### src/rtl/pipeline_stage_elastic.sv
// Two-entry elastic pipeline stage (main + skid) with valid/ready handshake,
// hazard-unit stall/flush control, NOP bubble injection and a saturating stall counter.
module pipeline_stage_elastic #(
    parameter int unsigned          DATA_W       = 128,
    parameter int unsigned          CTRL_W       = 16,
    parameter logic [CTRL_W-1:0]    BUBBLE_CTRL  = '0,
    parameter bit                   FLUSH_BUBBLE = 1'b1,
    parameter int unsigned          CNT_W        = 16
) (
    input  logic              clk,
    input  logic              rst,
    input  logic              stall,
    input  logic              flush,
    input  logic              in_valid,
    output logic              in_ready,
    input  logic [CTRL_W-1:0] in_ctrl,
    input  logic [DATA_W-1:0] in_data,
    output logic              out_valid,
    input  logic              out_ready,
    output logic [CTRL_W-1:0] out_ctrl,
    output logic [DATA_W-1:0] out_data,
    output logic [1:0]        occupancy,
    output logic [CNT_W-1:0]  stall_cnt
);

    typedef enum logic [1:0] {
        EMPTY = 2'd0,
        ONE   = 2'd1,
        FULL  = 2'd2
    } state_t;

    state_t             state, state_n;
    logic [CTRL_W-1:0]  main_ctrl, main_ctrl_n;
    logic [DATA_W-1:0]  main_data, main_data_n;
    logic [CTRL_W-1:0]  skid_ctrl, skid_ctrl_n;
    logic [DATA_W-1:0]  skid_data, skid_data_n;
    logic               skid_valid;
    logic               push;
    logic               pop;

    assign out_valid  = (state != EMPTY);
    assign skid_valid = (state == FULL);
    assign occupancy  = state;
    assign out_ctrl   = main_ctrl;
    assign out_data   = main_data;

    // Readiness depends only on local state and hazard controls, never on out_ready.
    assign in_ready = !skid_valid && !stall && !flush && !rst;
    assign push     = in_valid && in_ready;
    assign pop      = out_valid && out_ready && !stall;

    always_comb begin
        state_n     = state;
        main_ctrl_n = main_ctrl;
        main_data_n = main_data;
        skid_ctrl_n = skid_ctrl;
        skid_data_n = skid_data;
        if (flush) begin
            state_n     = FLUSH_BUBBLE ? ONE : EMPTY;
            main_ctrl_n = BUBBLE_CTRL;
            main_data_n = '0;
            skid_ctrl_n = '0;
            skid_data_n = '0;
        end else if (!stall) begin
            case (state)
                EMPTY: begin
                    if (push) begin
                        state_n     = ONE;
                        main_ctrl_n = in_ctrl;
                        main_data_n = in_data;
                    end
                end
                ONE: begin
                    if (push && pop) begin
                        main_ctrl_n = in_ctrl;
                        main_data_n = in_data;
                    end else if (push) begin
                        state_n     = FULL;
                        skid_ctrl_n = in_ctrl;
                        skid_data_n = in_data;
                    end else if (pop) begin
                        state_n = EMPTY;
                    end
                end
                FULL: begin
                    if (pop) begin
                        state_n     = ONE;
                        main_ctrl_n = skid_ctrl;
                        main_data_n = skid_data;
                        skid_ctrl_n = '0;
                        skid_data_n = '0;
                    end
                end
                default: state_n = EMPTY;
            endcase
        end
    end

    always_ff @(posedge clk) begin
        if (rst) begin
            state     <= EMPTY;
            main_ctrl <= '0;
            main_data <= '0;
            skid_ctrl <= '0;
            skid_data <= '0;
        end else begin
            state     <= state_n;
            main_ctrl <= main_ctrl_n;
            main_data <= main_data_n;
            skid_ctrl <= skid_ctrl_n;
            skid_data <= skid_data_n;
        end
    end

    always_ff @(posedge clk) begin
        if (rst) begin
            stall_cnt <= '0;
        end else if (stall && out_valid && (stall_cnt != '1)) begin
            stall_cnt <= stall_cnt + CNT_W'(1);
        end
    end

endmodule

### config.mk
export PLATFORM = sky130hd
export DESIGN_NAME = pipeline_stage_elastic
export DESIGN_NICKNAME = d
export VERILOG_FILES = /design/src/rtl/pipeline_stage_elastic.sv
export SDC_FILE = /design/constraint.sdc
export NUM_CORES = 1
export LEC_CHECK = 0
export CORE_MARGIN = 2
export CORE_UTILIZATION = 45
export DETAILED_ROUTE_END_ITERATION = 10
export PLACE_DENSITY = 0.72
export RECOVER_POWER = 50
export REMOVE_ABC_BUFFERS = 1
export SLEW_MARGIN = 20
export SYNTH_ARGS = -nofsm -noshare
export SYNTH_HDL_FRONTEND = slang
export SYNTH_SLANG_ARGS = --single-unit
### constraint.sdc
create_clock -name clk -period 5.9 [get_ports clk]
set_clock_uncertainty 0.05 [all_clocks]
set_input_delay 1.18 -clock clk [delete_from_list [all_inputs] [get_ports clk]]
set_output_delay 1.18 -clock clk [all_outputs]
set_load 0.1 [all_outputs]
==> results.json <==
{
  "die_width_um": 182,
  "drcViolationCount": 0,
  "cts_root_buf": "clkbuf_16",
  "row_count": 65,
  "ys_ff_latch": 306,
  "cellLeakagePower_nw": 6.48,
  "nets": 1937,
  "grt_overflow_total": 0,
  "finalCritPeriodShare_pct": 71.6,
  "utilization_pct": 59.2,
  "placement.io_buffers": 313,
  "pwr-share-seq_pct": 45.1,
  "synth_cell_types": 39,
  "pin_count": 314,
  "ys_warn_count": 0,
  "grt_usage_pct": 22.6,
  "viasPerCell": 5.62,
  "die_area_um2": 33300,
  "critPathKind": "input port to flop",
  "setup_viol": 0,
  "clock.fmax_mhz": 237,
  "powerDensity_nw_per_um2": 249,
  "drt-wirelength-per-cell_um": 17.6,
  "firstDrtPassIters": 5,
  "syn_area_per_cell_um2": 9.03,
  "drive_above_1_share_pct": 12.2,
  "crit_fanout": 88,
  "cts_tree": "yes",
  "synth.area.top_cells": "dfxtp_1, mux2_2, mux2i_1, nand4b_1, nand2_1",
  "pre_cts_slack_ns": 1.55,
  "clkLatencyLatePin_ns": 0.51,
  "ctsHtreeMaxLevel": 2,
  "swShare_pct": 23.6,
  "wl_met2_um": 17900,
  "routabilityCongestion": 0.765,
  "postCtsSetupRepairBufs": 0,
  "setup_slack_ns": 1.68,
  "drt-total-wl_um": 38800,
  "wl_met1_um": 17600,
  "period_needed_ns": 4.22,
  "post_cts_resized": 0,
  "placed_area_um2": 17500,
  "worstMarginPinSlew_ns": 2.04,
  "cts_hold_buf": 0,
  "netlist_instances": 1585,
  "grt_pass1_wl_um": 62200,
  "end_kind": "flop",
  "clockPowerShare_pct": 45.4,
  "cts_sinks": 306,
  "cts.path.max_buffers": 3,
  "clk_pin_slew_ns": 0.06,
  "intPower_mw": 3.53,
  "syn_area_um2": 14300,
  "syn_to_final_growth_pct": 30.0,
  "antenna_found_initial": 4,
  "holdWs_ns": 0.400,
  "stdcell_area_um2": 18600,
  "netlist.area_leader.share_pct": 42.8,
  "status": "finished, violations left",
  "rsz0062_at_grt": "false",
  "dp_hpwl_um": 22700,
  "grt_max_degree": 249,
  "worstPathArrival_ns": 4.46,
  "hold_class": "flop to flop",
  "dieHeight_um": 182,
  "route.met3.wl_um": 2440,
  "maxCapViolations": 1,
  "grt_pass1_vias": 12000,
  "crit_required_ns": 6.14,
  "drv_slew": 89,
  "crit_path_start_kind": "input port",
  "drtIter0Drc": 824,
  "hold_viol_final": 0,
  "routed.top_layer": "met4",
  "yosys.area.top_type": "dfxtp_1",
  "slew_headroom_pct": -35.7,
  "num_vias": 12400,
  "initial_utilization_pct": 45.5,
  "power_frac_comb_pct": 9.6,
  "ant_nets": 0,
  "yosysSeqAreaShare_pct": 42.8,
  "vdd_drop_max_uv": 161,
  "core_region_area_um2": 31500,
  "violations": "max-capacitance violations, max-slew violations",
  "cts_inserted_buffers": 35,
  "power.switching_mw": 1.09
}
[registers in the layout (all words and copies together) (netlist names)]
register	count
out_data	128
out_ctrl	16
occupancy	2
skid_ctrl	16
skid_data	128
stall_cnt	16
[cell usage in the layout (no fill, tap or decap), types with 2 or more instances in the layout]
cell type and instances:
dfxtp_1 306, nand2_1 297, dlygate4sd3_1 163, a21oi_1 156
clkdlybuf4s50_1 148, o21ai_0 147, mux2_2 146, mux2i_1 145
nand4b_1 144, clkbuf_16 37, clkbuf_8 10, buf_4 9
o31ai_1 8, inv_1 8, clkbuf_1 8, or4_1 7
nor2_1 7, buf_12 7, nand3_1 6, nand4_1 6
nor3_1 6, nor4_1 4, diode_2 2, nor2b_1 2
or3_1 2, nor4b_1 2
[power groups by stage]
| stage | Combinational (mW) | Sequential, mW | Clock (mW) |
|---|---|---|---|
| floorplan | 0.214 | 2.20 | 0 |
| global placement | 0.439 | 2.13 | 0 |
| detailed placement | 0.444 | 2.13 | 0 |
| CTS | 0.446 | 2.09 | 2.15 |
| global route | 0.472 | 2.09 | 2.23 |
| finish | 0.442 | 2.09 | 2.10 |
[worst max-delay path, stage by stage]
cell,delay [ns]
dlygate4sd3_1,0.80
or2_4,0.70
clkbuf_2,1.52
a21oi_1,0.10
[metal layers]
metal  vias to the layer above  track usage, %
met5                         -               0
li1                       6045               -
met3                        63            4.83
met1                      5984            30.3
met4                         0            7.23
met2                       333            36.2
[synthesized netlist by cell type]
| cell type | number |
|---|---|
| nor4_1 | 4 |
| mux2_2 | 146 |
| a211oi_1 | 1 |
| o2111a_1 | 1 |
| buf_4 | 8 |
| nand2b_1 | 2 |
| or3b_1 | 1 |
| nand2_1 | 297 |
| nand4_1 | 6 |
| o221a_2 | 1 |
| buf_2 | 24 |
| mux2i_1 | 145 |
| a41oi_1 | 1 |
| nor2_1 | 8 |
| o31ai_1 | 8 |
| nor2b_1 | 2 |
| and4_1 | 1 |
| o32a_1 | 1 |
| nor4b_1 | 2 |
| o31a_1 | 1 |
| o21ai_0 | 147 |
| or3_1 | 2 |
| nand3_1 | 6 |
| clkbuf_1 | 114 |
| nor3_1 | 6 |
| a21oi_1 | 157 |
| dfxtp_1 | 306 |
| o2111ai_1 | 1 |
| o211ai_1 | 1 |
| inv_1 | 8 |
| or2_2 | 2 |
| ha_1 | 1 |
| or4_1 | 7 |
| maj3_1 | 1 |
| nand4b_1 | 144 |
| o32ai_4 | 1 |
| o21a_1 | 1 |
| nor3b_1 | 1 |
| buf_1 | 19 |
[final timing paths]
| path | from | to | slack, ns | depth (start not counted) |
|---|---|---|---|---|
| max | rst | skid_data[58] | 1.68 | 4 |
| min | out_data[98] | out_data[98] | 0.40 | 2 |
| max reg2reg | occupancy[0] | out_data[67] | 2.40 | 6 |
| min reg2reg | out_data[98] | out_data[98] | 0.40 | 2 |
[metrics by stage]
| stage | power, mW | setup TNS (ns) | cells |
|---|---|---|---|
| floorplan | 2.41 | -2518.47 | 1420 |
| detailed placement | 2.58 | 0 | 2151 |
| CTS | 4.68 | 0 | 2208 |
| global route | 4.79 | 0 | 2209 |
| global placement | 2.57 | 0 | 2151 |
| finish | 4.63 | 0 | 2210 |
[cells by family after synthesis]
group                    share of synthesized area, %
multiplexers                                     21.6
AO/OA/AOI/OAI                                    11.8
adder cells (fa/ha/maj)                         0.157
AND/OR/NAND/NOR                                  18.7
flip-flops                                       42.8
buffers and inverters                            4.96
[final cells by class]
class                   instances  area (µm²)
clock buffers                  55        1090
flip-flops and latches        306        6130
multi-input cells            1106        7510
clock inverters                 2        13.8
fillers                      2731       12900
repair buffers                329        3340
well taps                     402         503
inverters                       8        30.0
diodes                          2        5.00
Power figures use the tool's default switching activity.
